--- src/rtl/fp32_pkg.sv ---
// -----------------------------------------------------------------------------
// fp32_pkg
// Shared types and constants for the pipelined FP32 add/subtract unit.
//   fp32_t : IEEE-754 single-precision field view {sign, exp, frac}
//   s1_t   : payload captured after unpack/align
//   s2_t   : payload captured after the mantissa add
// -----------------------------------------------------------------------------
package fp32_pkg;

    localparam int unsigned MANT_W  = 24;
    localparam logic [7:0]  EXP_MAX = 8'hFF;

    typedef struct packed {
        logic        sign;
        logic [7:0]  exp;
        logic [22:0] frac;
    } fp32_t;

    localparam fp32_t FP32_PINF  = 32'h7F80_0000;
    localparam fp32_t FP32_NINF  = 32'hFF80_0000;
    localparam fp32_t FP32_ZERO  = 32'h0000_0000;
    localparam fp32_t FP32_NZERO = 32'h8000_0000;

    // After alignment: the larger-exponent operand and the already shifted
    // smaller mantissa, plus a fully resolved result when a special case hit.
    typedef struct packed {
        logic              isSpecial;
        fp32_t             specRes;
        logic              signL;
        logic              signS;
        logic [7:0]        expL;
        logic [MANT_W-1:0] mantL;
        logic [MANT_W-1:0] mantS;
    } s1_t;

    // After the add: sign-magnitude sum with its carry bit at mag[MANT_W].
    typedef struct packed {
        logic            isSpecial;
        fp32_t           specRes;
        logic            sign;
        logic [7:0]      exp;
        logic [MANT_W:0] mag;
    } s2_t;

    function automatic logic fp32IsNan(input fp32_t x);
        return (x.exp == EXP_MAX) && (x.frac != '0);
    endfunction

    function automatic logic fp32IsInf(input fp32_t x);
        return (x.exp == EXP_MAX) && (x.frac == '0);
    endfunction

endpackage

--- src/rtl/fp_lzc25.sv ---
// -----------------------------------------------------------------------------
// fp_lzc25
// Combinational leading-zero counter over a 25-bit magnitude.
//   value_i [24:0] : magnitude to scan (bit 24 is the MSB)
//   count_o [4:0]  : number of zeros above the leading one, 25 when all zero
// -----------------------------------------------------------------------------
module fp_lzc25
    import fp32_pkg::*;
(
    input  logic [MANT_W:0] value_i,
    output logic [4:0]      count_o
);

    // Scanning upward lets the highest set bit write last, which makes this a
    // priority encoder on the leading one.
    always_comb begin
        count_o = 5'd25;
        for (int i = 0; i <= MANT_W; i++) begin
            if (value_i[i]) begin
                count_o = 5'(MANT_W - i);
            end
        end
    end

endmodule

--- src/rtl/fp_addsub_pipe.sv ---
// -----------------------------------------------------------------------------
// fp_addsub_pipe
// Three-stage IEEE-754 single-precision add/subtract with valid/ready flow
// control. A - B is computed as A + (-B). Truncating, no rounding.
//   clk          : rising-edge clock
//   rst_n        : asynchronous active-low reset, clears all in-flight ops
//   in_valid_i   : operands present          in_ready_o  : unit can accept
//   op_sub_i     : 0 add, 1 subtract
//   dataA_i      : operand A                 dataB_i     : operand B
//   res_valid_o  : dataR_o holds a result    res_ready_i : consumer takes it
//   dataR_o      : result                    res_flags_o : {nan,inf,zero,ovf}
// -----------------------------------------------------------------------------
module fp_addsub_pipe
    import fp32_pkg::*;
#(
    parameter logic [31:0] NAN_VALUE    = 32'hFFFF_FFFF,
    parameter bit          FLUSH_DENORM = 1'b1
) (
    input  logic        clk,
    input  logic        rst_n,
    input  logic        in_valid_i,
    output logic        in_ready_o,
    input  logic        op_sub_i,
    input  logic [31:0] dataA_i,
    input  logic [31:0] dataB_i,
    output logic        res_valid_o,
    input  logic        res_ready_i,
    output logic [31:0] dataR_o,
    output logic [3:0]  res_flags_o
);

    logic advance;

    fp32_t             opA, opB;
    logic              aNan, bNan, aInf, bInf, aZero, bZero;
    logic [7:0]        aExp, bExp, expDiff;
    logic [MANT_W-1:0] aMant, bMant, mantSmall;

    s1_t s1_d, s1_q;
    s2_t s2_d, s2_q;
    logic s1Valid_q, s2Valid_q, resValid_q;

    logic [MANT_W+1:0] sumD;

    logic [4:0]        lzCount, normShift;
    logic [22:0]       fracNorm, fracOut;
    logic signed [9:0] expNorm;
    fp32_t             res3;
    logic              ovf3;
    logic [3:0]        flags3;

    fp32_t       dataR_q;
    logic [3:0]  flags_q;

    // The whole pipeline moves as one; a held result stalls every stage.
    assign advance     = !resValid_q || res_ready_i;
    assign in_ready_o  = advance;
    assign res_valid_o = resValid_q;
    assign dataR_o     = dataR_q;
    assign res_flags_o = flags_q;

    // Unpack both operands with B already carrying its effective sign.
    // Denormals either flush to signed zero or run with exponent 1 and no
    // hidden bit.
    always_comb begin
        opA   = dataA_i;
        opB   = {dataB_i[31] ^ op_sub_i, dataB_i[30:0]};
        aNan  = fp32IsNan(opA);
        bNan  = fp32IsNan(opB);
        aInf  = fp32IsInf(opA);
        bInf  = fp32IsInf(opB);
        aZero = (opA.exp == 8'h00) && (FLUSH_DENORM || (opA.frac == '0));
        bZero = (opB.exp == 8'h00) && (FLUSH_DENORM || (opB.frac == '0));
        aExp  = (opA.exp == 8'h00) ? 8'd1 : opA.exp;
        bExp  = (opB.exp == 8'h00) ? 8'd1 : opB.exp;
        aMant = {(opA.exp != 8'h00), opA.frac};
        bMant = {(opB.exp != 8'h00), opB.frac};
    end

    // Stage 1: special-case decode in priority order, then align the smaller
    // operand. With equal exponents A is taken as "larger"; the signed add in
    // stage 2 fixes up the sign whichever way round they are.
    always_comb begin
        s1_d      = '0;
        expDiff   = '0;
        mantSmall = '0;

        if (aNan || bNan) begin
            s1_d.isSpecial = 1'b1;
            s1_d.specRes   = NAN_VALUE;
        end else if (aInf && bInf && (opA.sign != opB.sign)) begin
            s1_d.isSpecial = 1'b1;
            s1_d.specRes   = NAN_VALUE;
        end else if (aInf) begin
            s1_d.isSpecial = 1'b1;
            s1_d.specRes   = opA.sign ? FP32_NINF : FP32_PINF;
        end else if (bInf) begin
            s1_d.isSpecial = 1'b1;
            s1_d.specRes   = opB.sign ? FP32_NINF : FP32_PINF;
        end else if (({opA.exp, opA.frac} == {opB.exp, opB.frac}) &&
                     (opA.sign != opB.sign)) begin
            s1_d.isSpecial = 1'b1;
            s1_d.specRes   = FP32_ZERO;
        end else if (aZero && bZero) begin
            s1_d.isSpecial = 1'b1;
            s1_d.specRes   = (opA.sign && opB.sign) ? FP32_NZERO : FP32_ZERO;
        end else if (bZero) begin
            s1_d.isSpecial = 1'b1;
            s1_d.specRes   = opA;
        end else if (aZero) begin
            s1_d.isSpecial = 1'b1;
            s1_d.specRes   = opB;
        end

        if (aExp >= bExp) begin
            s1_d.signL = opA.sign;
            s1_d.signS = opB.sign;
            s1_d.expL  = aExp;
            s1_d.mantL = aMant;
            expDiff    = aExp - bExp;
            mantSmall  = bMant;
        end else begin
            s1_d.signL = opB.sign;
            s1_d.signS = opA.sign;
            s1_d.expL  = bExp;
            s1_d.mantL = bMant;
            expDiff    = bExp - aExp;
            mantSmall  = aMant;
        end

        s1_d.mantS = (expDiff >= 8'd26) ? '0 : (mantSmall >> expDiff);
    end

    // Stage 2: like signs add magnitudes; unlike signs use a 26-bit two's
    // complement sum whose sign bit becomes the result sign.
    always_comb begin
        s2_d           = '0;
        sumD           = '0;
        s2_d.isSpecial = s1_q.isSpecial;
        s2_d.specRes   = s1_q.specRes;
        s2_d.exp       = s1_q.expL;

        if (s1_q.signL == s1_q.signS) begin
            s2_d.sign = s1_q.signL;
            s2_d.mag  = {1'b0, s1_q.mantL} + {1'b0, s1_q.mantS};
        end else begin
            sumD = (s1_q.signL ? -{2'b00, s1_q.mantL} : {2'b00, s1_q.mantL})
                 + (s1_q.signS ? -{2'b00, s1_q.mantS} : {2'b00, s1_q.mantS});
            s2_d.sign = sumD[MANT_W+1];
            s2_d.mag  = (MANT_W+1)'(sumD[MANT_W+1] ? -sumD : sumD);
        end
    end

    fp_lzc25 u_lzc (
        .value_i (s2_q.mag),
        .count_o (lzCount)
    );

    // Stage 3: a carry moves the binary point up one; otherwise shift the
    // leading one up to the hidden-bit position. Bits that fall off are
    // simply truncated.
    always_comb begin
        normShift = lzCount - 5'd1;
        fracNorm  = 23'(s2_q.mag << normShift);
        expNorm   = '0;
        fracOut   = '0;
        res3      = FP32_ZERO;
        ovf3      = 1'b0;

        if (s2_q.isSpecial) begin
            res3 = s2_q.specRes;
        end else if (s2_q.mag != '0) begin
            if (s2_q.mag[MANT_W]) begin
                expNorm = $signed({2'b00, s2_q.exp}) + 10'sd1;
                fracOut = s2_q.mag[MANT_W-1:1];
            end else begin
                expNorm = $signed({2'b00, s2_q.exp}) - $signed({5'b00000, normShift});
                fracOut = fracNorm;
            end

            if (expNorm >= 10'sd255) begin
                res3 = s2_q.sign ? FP32_NINF : FP32_PINF;
                ovf3 = 1'b1;
            end else if (expNorm <= 10'sd0) begin
                res3 = FP32_ZERO;
            end else begin
                res3 = {s2_q.sign, expNorm[7:0], fracOut};
            end
        end

        flags3 = {fp32IsNan(res3), fp32IsInf(res3), ({res3.exp, res3.frac} == '0), ovf3};
    end

    // Stage registers. The output register only loads on a real result so
    // dataR_o and res_flags_o never change while a result is being held.
    always_ff @(posedge clk or negedge rst_n) begin
        if (!rst_n) begin
            s1Valid_q  <= 1'b0;
            s2Valid_q  <= 1'b0;
            resValid_q <= 1'b0;
            s1_q       <= '0;
            s2_q       <= '0;
            dataR_q    <= FP32_ZERO;
            flags_q    <= 4'h0;
        end else if (advance) begin
            s1Valid_q  <= in_valid_i;
            s1_q       <= s1_d;
            s2Valid_q  <= s1Valid_q;
            s2_q       <= s2_d;
            resValid_q <= s2Valid_q;
            if (s2Valid_q) begin
                dataR_q <= res3;
                flags_q <= flags3;
            end
        end
    end

endmodule
--- config.mk ---
export PLATFORM = sky130hd
export DESIGN_NAME = fp_addsub_pipe
export DESIGN_NICKNAME = d
export VERILOG_FILES = /design/src/rtl/fp32_pkg.sv /design/src/rtl/fp_lzc25.sv /design/src/rtl/fp_addsub_pipe.sv
export SDC_FILE = /design/constraint.sdc
export NUM_CORES = 1
export LEC_CHECK = 0
export ABC_AREA = 1
export CELL_PAD_IN_SITES_DETAIL_PLACEMENT = 0
export CELL_PAD_IN_SITES_GLOBAL_PLACEMENT = 1
export CORE_ASPECT_RATIO = 1.4
export CORE_MARGIN = 10
export CORE_UTILIZATION = 40
export CTS_CLUSTER_DIAMETER = 50
export DETAILED_ROUTE_END_ITERATION = 12
export PLACE_DENSITY_LB_ADDON = 0.1
export SETUP_SLACK_MARGIN = 0.15
export SKIP_CTS_REPAIR_TIMING = 1
export SYNTH_ARGS = -nofsm -noshare
export SYNTH_HDL_FRONTEND = slang
export SYNTH_SLANG_ARGS = --single-unit
--- constraint.sdc ---
create_clock -name clk -period 7.11 [get_ports clk]
set_clock_uncertainty 0.2 [all_clocks]
set_input_delay 1.422 -clock clk [delete_from_list [all_inputs] [get_ports clk]]
set_output_delay 1.422 -clock clk [all_outputs]
set_load 0.01 [all_outputs]
==> results.sh, run 1 <==
export IMPL_ys_seq_area_share_pct=28.3
export IMPL_drive_above_1_share_pct=4.85
export IMPL_drv_cap=0
export IMPL_place_ws_ps=416
export IMPL_placed_area_mm2=0.0190
export IMPL_synth_fp_nets=2841
export IMPL_swShare_pct=56.1
export IMPL_diodes=0
export IMPL_fin_crit_sh_pct=87.5
export IMPL_status="finished, final reports clean"
export IMPL_setup_ws_ps=887
export IMPL_syn_avg_cell_area_um2=6.46
export IMPL_grt_max_degree=148
export IMPL_p_comb_share_pct=71.3
export IMPL_setup_viol=0
export IMPL_initial_core_util_pct=40.4
export IMPL_cp_max_fo=12
export IMPL_dieArea_mm2=0.0524
export IMPL_crit_arrival_ps=6400
export IMPL_grt_pass1_vias=17600
export IMPL_die_h_um=267
export IMPL_worstSetupEndpointType="flop"
export IMPL_track_usage_pct=24.6
export IMPL_rsz0062_at_grt="false"
export IMPL_die_w_um=196
export IMPL_dr_total_vias=18000
export IMPL_period_minus_slack_ps=6220
export IMPL_async_flop_share_pct=100
export IMPL_tightest_slew_ps=909
export IMPL_ir_drop_mv=0.208
export IMPL_drc=0
export IMPL_p_leak_nw=9.70
export IMPL_netlist_area_mm2=0.0174
export IMPL_numCtsBuffers=17
export IMPL_worst_endpoint_required_ps=7290
export IMPL_final_nets=2876
export IMPL_p_int_w=0.00434
export IMPL_synth_distinct_cells=64
export IMPL_antenna_found_initial=0
export IMPL_cts_tree="yes"
export IMPL_wl_per_cell_um=19.8
export IMPL_clock_sinks=197
export IMPL_area_growth_pct=12.4
export IMPL_slew_headroom_pct=39.2
export IMPL_finalHoldViolCount=0
export IMPL_hold_path_class="flop to flop"
export IMPL_core_rowCount=90
export IMPL_maxClockFrequency_ghz=0.161
export IMPL_p_sw_w=0.00555
export IMPL_wl_um=65300
export IMPL_seq_power_share_pct=18.8
export IMPL_clockBufferDepth=2
export IMPL_clockRootBuffer="clkbuf_16"
export IMPL_netlist_area_leader_share_pct=28.3
export IMPL_ys_top_cells_by_area="dfrtp_1, nand2_1, o21ai_0"
export IMPL_finalMaxSlewViolations=0
export IMPL_via_per_inst=5.47
export IMPL_place_congestion=0.956
export IMPL_worstSetupStartpointType="primary input"
export IMPL_p_per_area_mw_per_mm2=506
export IMPL_grt_overflow=0
export IMPL_io_pin_count=107
export IMPL_grt_pass1_wl_um=101000
export IMPL_synth_edff_count=0
export IMPL_synth_ff_type="dfrtp_1"
export IMPL_ys_seq_elements=197
export IMPL_insertion_delay_ps=460
export IMPL_num_fill_cells=4652
export IMPL_yosys_warnings=0
export IMPL_dr_pass1_iters=6
export IMPL_path_clk_slew_ps=80
export IMPL_critical_path_class="primary input to flop"
export IMPL_core_mm2=0.0431
export IMPL_netlist_top_cells_count="nand2_1, inv_1, o21ai_0, nor2_1, dfrtp_1"
export IMPL_cts_max_level=4
export IMPL_yosys_area_top_type="dfrtp_1"
export IMPL_dp_hpwl_um=53000
export IMPL_fin_area_mm2=0.0196
export IMPL_tns_ps=0
export IMPL_netlist_instances=2695
export IMPL_io_buffers=106
export IMPL_drtIter0Drc=1547
export IMPL_yosysMostFrequentCell="nand2_1"
export IMPL_clockPowerShare_pct=9.9
export IMPL_ant_nets=0
cells in the final DEF, fill, tap and decap left out, types with 39 or more instances in the layout:
cell type / netlist / final
a21oi_1: 141 / 141
a31oi_1: 39 / 39
o21ai_0: 293 / 293
ha_1: 72 / 72
nor2_1: 259 / 258
xor2_1: 87 / 86
inv_1: 300 / 299
nand2_1: 673 / 673
clkdlybuf4s50_1: 0 / 105
nand3_1: 150 / 149
dfrtp_1: 197 / 197
per-layer routing:
metal | vias to the layer above | part of all wire, % | global-route usage [%]
met5 | - | 0 | 0
met4 | 0 | 6.4 | 15.8
met2 | 505 | 47 | 40.6
li1 | 9005 | - | -
met3 | 141 | 3.7 | 2.82
met1 | 8383 | 42 | 29.8
cells by family after synthesis:
| logic type | after synthesis | share of synthesized area, % |
|---|---|---|
| simple gates | 1236 | 30.1 |
| mux | 8 | 0.460 |
| xor+xnor | 102 | 5.17 |
| buf+inv | 451 | 9.96 |
| compound gates | 624 | 20.3 |
| fa+ha+maj | 77 | 5.75 |
| flops | 197 | 28.3 |
worst max-delay path: stages:
cell	delay (ps)
clkdlybuf4s50_1	540
inv_1	160
nand4_1	120
nor2_1	160
nor2_1	80
inv_1	90
ha_1	180
inv_1	60
fa_1	380
a221o_1	380
nand2_1	110
nand3_4	150
o21ai_0	260
xor2_1	410
nand2_1	200
inv_1	170
o31ai_1	100
nor3_2	510
nand2_1	360
inv_1	270
o21ai_0	120
o21ai_0	160
state kept, by name, indices dropped and copies added, names as in the netlist:
register	count
s2Valid_q	1
res_flags_o	4
dataR_o	32
res_valid_o	1
s2_q	67
s1Valid_q	1
s1_q	91
final cells by class:
cell class | instances | area [µm²] | area share (%)
multi-input combinational | 2047 | 10800 | 55.1
sequential | 197 | 4930 | 25.2
timing repair buffer | 145 | 1370 | 7.00
inverter | 322 | 1210 | 6.19
tap | 552 | 691 | 3.53
clock buffer | 18 | 429 | 2.19
clock inverter | 13 | 159 | 0.812
power by group through the flow:
stage               clock network [W]  logic (W)  registers, W
detailed placement                  0    0.00700       0.00188
global placement                    0    0.00698       0.00186
finish                       0.000981    0.00705       0.00186
CTS                           0.00101    0.00703       0.00186
global route                  0.00105    0.00794       0.00191
floorplan                           0    0.00495       0.00178
through the flow:
stage / std cells / power, W / util [%] / hold WS, ps
2_1_floorplan: 2695 / 0.00673 / - / 232
3_3_place_gp: 3263 / 0.00884 / 44.0 / 242
3_5_place_dp: 3263 / 0.00888 / 44.0 / 261
4_1_cts: 3294 / 0.00990 / 45.4 / 275
5_1_grt: 3294 / 0.0109 / 45.4 / 301
6_report: 3294 / 0.00990 / 45.4 / 276
worst paths after layout:
kind	from	end	slack, ps	cells after the start
worst max-delay path	dataB_i[28]	s1_q[8]$_DFFE_PN0N_	890	22
worst min register to register	s2Valid_q$_DFFE_PN0N_	res_valid_o$_DFFE_PN0N_	280	2
max in group asynchronous	rst_n	dataR_o[8]$_DFFE_PN0P_	4830	2
worst min-delay path	s2Valid_q$_DFFE_PN0N_	res_valid_o$_DFFE_PN0N_	280	2
worst max register to register	s2_q[0]$_DFFE_PN0N_	res_flags_o[1]$_DFFE_PN0P_	1740	45
min in group asynchronous	rst_n	s2_q[0]$_DFFE_PN0N_	700	1
(Power assumes the default switching activity.)
==> inputs of run 2 (changes only) <==
--- a/config.mk
+++ b/config.mk
@@ -6,10 +6,10 @@
 export NUM_CORES = 1
 export LEC_CHECK = 0
 export ABC_AREA = 1
+export ABC_CLOCK_PERIOD_IN_PS = 7110
 export CELL_PAD_IN_SITES_DETAIL_PLACEMENT = 0
 export CELL_PAD_IN_SITES_GLOBAL_PLACEMENT = 1
 export CORE_ASPECT_RATIO = 1.4
-export CORE_MARGIN = 10
 export CORE_UTILIZATION = 40
 export CTS_CLUSTER_DIAMETER = 50
 export DETAILED_ROUTE_END_ITERATION = 12
@@ -18,4 +18,5 @@
 export SKIP_CTS_REPAIR_TIMING = 1
 export SYNTH_ARGS = -nofsm -noshare
 export SYNTH_HDL_FRONTEND = slang
+export SYNTH_HIERARCHICAL = 1
 export SYNTH_SLANG_ARGS = --single-unit
==> run 2 against run 1 <==
- die area is 11% lower
- maximum frequency increased by 4.3%
- first-iteration DRC count is 12% lower
- cell area is 4.1% higher
- cell count grew 6.8%
- hold slack got worse by 1.4 ps
- count of clock-buffer cells in the layout shrank 1
- synthesized area is 4.6% higher
- highest routed layer unchanged
==> results.sh, run 2 <==
export IMPL_tns_ps=0
export IMPL_io_pin_count=107
export IMPL_place_congestion=0.996
export IMPL_clock_sinks=197
export IMPL_r2r_end="res_flags_o[3]$_DFFE_PN0P_"
export IMPL_drv_cap=0
export IMPL_insertion_delay_ps=470
export IMPL_tightest_slew_ps=958
export IMPL_worstSetupEndpoint="s1_q[1]$_DFFE_PN0N_"
export IMPL_synth_compound_area_share_pct=19.1
export IMPL_grt_pass1_wl_um=105000
export IMPL_fin_crit_sh_pct=83.9
export IMPL_regMostFlops="s1_q"
export IMPL_wl_per_cell_um=19.8
export IMPL_ant_nets=0
export IMPL_maxClockFrequency_ghz=0.168
export IMPL_grt_overflow=0
export IMPL_layout_common_cells="nand2_1, inv_1, o21ai_0, nand3_1, nor2_1"
export IMPL_area_growth_pct=11.8
export IMPL_path_delay_family="buffers and inverters"
export IMPL_ys_seq_area_share_pct=27.1
export IMPL_grt_pass1_vias=17900
export IMPL_synth_fp_nets=3020
export IMPL_initial_core_util_pct=40.5
export IMPL_syn_avg_cell_area_um2=6.34
export IMPL_final_nets=3040
export IMPL_finalHoldViolCount=0
export IMPL_drive_above_1_share_pct=5.23
export IMPL_io_buffers=106
export IMPL_core_rowCount=92
export IMPL_status="finished, final reports clean"
export IMPL_clockRootBuffer="clkbuf_16"
export IMPL_drc=0
export IMPL_finalMaxSlewViolations=0
export IMPL_dieArea_mm2=0.0464
export IMPL_worst_endpoint_required_ps=7310
export IMPL_clockBufferDepth=2
export IMPL_netlist_area_leader_share_pct=27.1
export IMPL_crit_cells=27
export IMPL_slew_headroom_pct=35.5
export IMPL_worstSetupStartpointType="primary input"
export IMPL_die_h_um=255
export IMPL_yosys_area_top_type="dfrtp_1"
export IMPL_netlist_area_mm2=0.0182
export IMPL_synth_distinct_cells=68
export IMPL_critical_path_class="primary input to flop"
export IMPL_antenna_found_initial=0
export IMPL_yosys_area_share_adder_pct=5.49
export IMPL_dr_pass1_iters=5
export IMPL_synth_edff_count=0
export IMPL_cts_tree="yes"
export IMPL_period_minus_slack_ps=5970
export IMPL_track_usage_pct=29.8
export IMPL_synth_top_family_by_area="simple AND/OR/NAND/NOR gates"
export IMPL_p_per_area_mw_per_mm2=505
export IMPL_path_clk_slew_ps=90
export IMPL_dr_total_vias=19200
export IMPL_r2r_start="s2_q[0]$_DFFE_PN0N_"
export IMPL_synth_xor_area_share_pct=4.80
export IMPL_async_flop_share_pct=100
export IMPL_netlist_instances=2874
export IMPL_cts_max_level=4
export IMPL_ir_drop_mv=0.340
export IMPL_crit_buf_inv=8
export IMPL_ff2ff_path_depth=47
export IMPL_p_leak_nw=10.1
export IMPL_grt_max_degree=81
export IMPL_slowest_delay_ps=580
export IMPL_drtIter0Drc=1369
export IMPL_hold_path_class="flop to flop"
export IMPL_setup_viol=0
export IMPL_via_per_inst=5.46
export IMPL_dp_hpwl_um=56400
export IMPL_core_mm2=0.0450
export IMPL_slowest_stage="clkdlybuf4s50_1"
export IMPL_rsz0062_at_grt="false"
export IMPL_worstSetupEndpointType="flop"
export IMPL_ys_top_cells_by_area="dfrtp_1, nand2_1, o21ai_0"
export IMPL_rrSetupSlack_ps=1420
export IMPL_critPathMostFrequentCell="nand2_1"
export IMPL_netlist_top_cells_count="nand2_1, inv_1, o21ai_0, nand3_1, nor2_1"
export IMPL_yosysMostFrequentCell="nand2_1"
export IMPL_die_w_um=182
export IMPL_crit_start="dataB_i[24]"
export IMPL_crit_arrival_ps=6170
export IMPL_ys_seq_elements=197
export IMPL_synthMuxAreaShare_pct=0.494
export IMPL_largest_register_ffs=91
export IMPL_numCtsBuffers=17
export IMPL_final_util_pct=45.3
export IMPL_cp_max_fo=37
export IMPL_layout_commonest_cell="nand2_1"
export IMPL_wl_um=69600
export IMPL_synth_simple_area_share_pct=33.0
export IMPL_yosys_warnings=6
export IMPL_synth_ff_type="dfrtp_1"
run 2: cell count changes after synthesis, moves of 9 or more:
cell / previous run / this run
a21oi_1: 141 / 160
a22oi_1: 25 / 2
buf_2: 7 / 22
clkbuf_1: 109 / 93
nand2_1: 673 / 822
nand3_1: 150 / 212
nor2_1: 259 / 207
nor2_2: 5 / 14
o211ai_1: 36 / 20
o21ai_0: 293 / 281
o21ai_1: 4 / 20
or2_2: 14 / 4
xnor2_1: 14 / 24
xor2_1: 87 / 74
run 2: worst min-delay path by stage:
stage / slack, ps / to / startpoint / depth (start not counted)
2_1_floorplan: 230 / res_valid_o$_DFFE_PN0N_ / s2Valid_q$_DFFE_PN0N_ / 2
3_3_place_gp: 250 / s2_q[35]$_DFFE_PN0N_ / s1_q[59]$_DFFE_PN0N_ / 2
3_5_place_dp: 260 / s2_q[41]$_DFFE_PN0N_ / s1_q[65]$_DFFE_PN0N_ / 2
4_1_cts: 280 / s2_q[41]$_DFFE_PN0N_ / s1_q[65]$_DFFE_PN0N_ / 2
5_1_grt: 300 / s2_q[41]$_DFFE_PN0N_ / s1_q[65]$_DFFE_PN0N_ / 2
6_report: 270 / s2_q[41]$_DFFE_PN0N_ / s1_q[65]$_DFFE_PN0N_ / 2
run 2: cell families after synthesis:
| kind of cell | count (synthesis) |
|---|---|
| XOR/XNOR | 99 |
| AND/OR/NAND/NOR | 1406 |
| buffers and inverters | 462 |
| adder cells (fa/ha/maj) | 77 |
| flip-flops | 197 |
| AO/OA/AOI/OAI | 624 |
| multiplexers | 9 |
run 2: area by class of cell:
cell class / instances / area, µm²
sequential: 197 / 4930
multi-input combinational: 2215 / 11500
clock buffer: 17 / 425
timing repair buffer: 133 / 1270
fill: 4867 / 24600
clock inverter: 15 / 228
tap: 611 / 764
inverter: 330 / 1240
antenna: 1 / 2.50
run 2: where the power goes:
part	internal [W]	leakage [nW]	switching, W	total [W]
sequential	0.00150	2.46	0.000422	0.00192
clock	0.000497	0.312	0.000539	0.00104
combinational	0.00238	7.35	0.00495	0.00732
total	0.00437	10.1	0.00591	0.0103
run 2: worst register-to-register path, delay by kind of cell, from the launching register on:
family          cells  cell delay, ps
buf+inv             2             530
xor+xnor            1             180
compound gates      2             360
flops               1             450
fa+ha+maj           2             720
simple gates       40            3170
run 2: layer usage:
layer | up-vias | routed length (µm) | track usage (%)
li1 | 9541 | - | -
met3 | 116 | 2320 | 2.61
met5 | - | 0 | 0
met4 | 0 | 3340 | 14.2
met2 | 495 | 35200 | 53.4
met1 | 9052 | 28800 | 35.8
run 2: through the flow:
stage	area (µm²)	hold slack [ps]	std cells	worst slack (ps)	power, W
after detailed placement	19700	262	3486	783	0.00922
after floorplan	18200	232	2874	2200	0.00697
after global routing	20400	301	3518	777	0.0113
after global placement	19700	251	3486	849	0.00918
final	20400	275	3519	1140	0.0103
after CTS	20400	278	3518	1250	0.0103
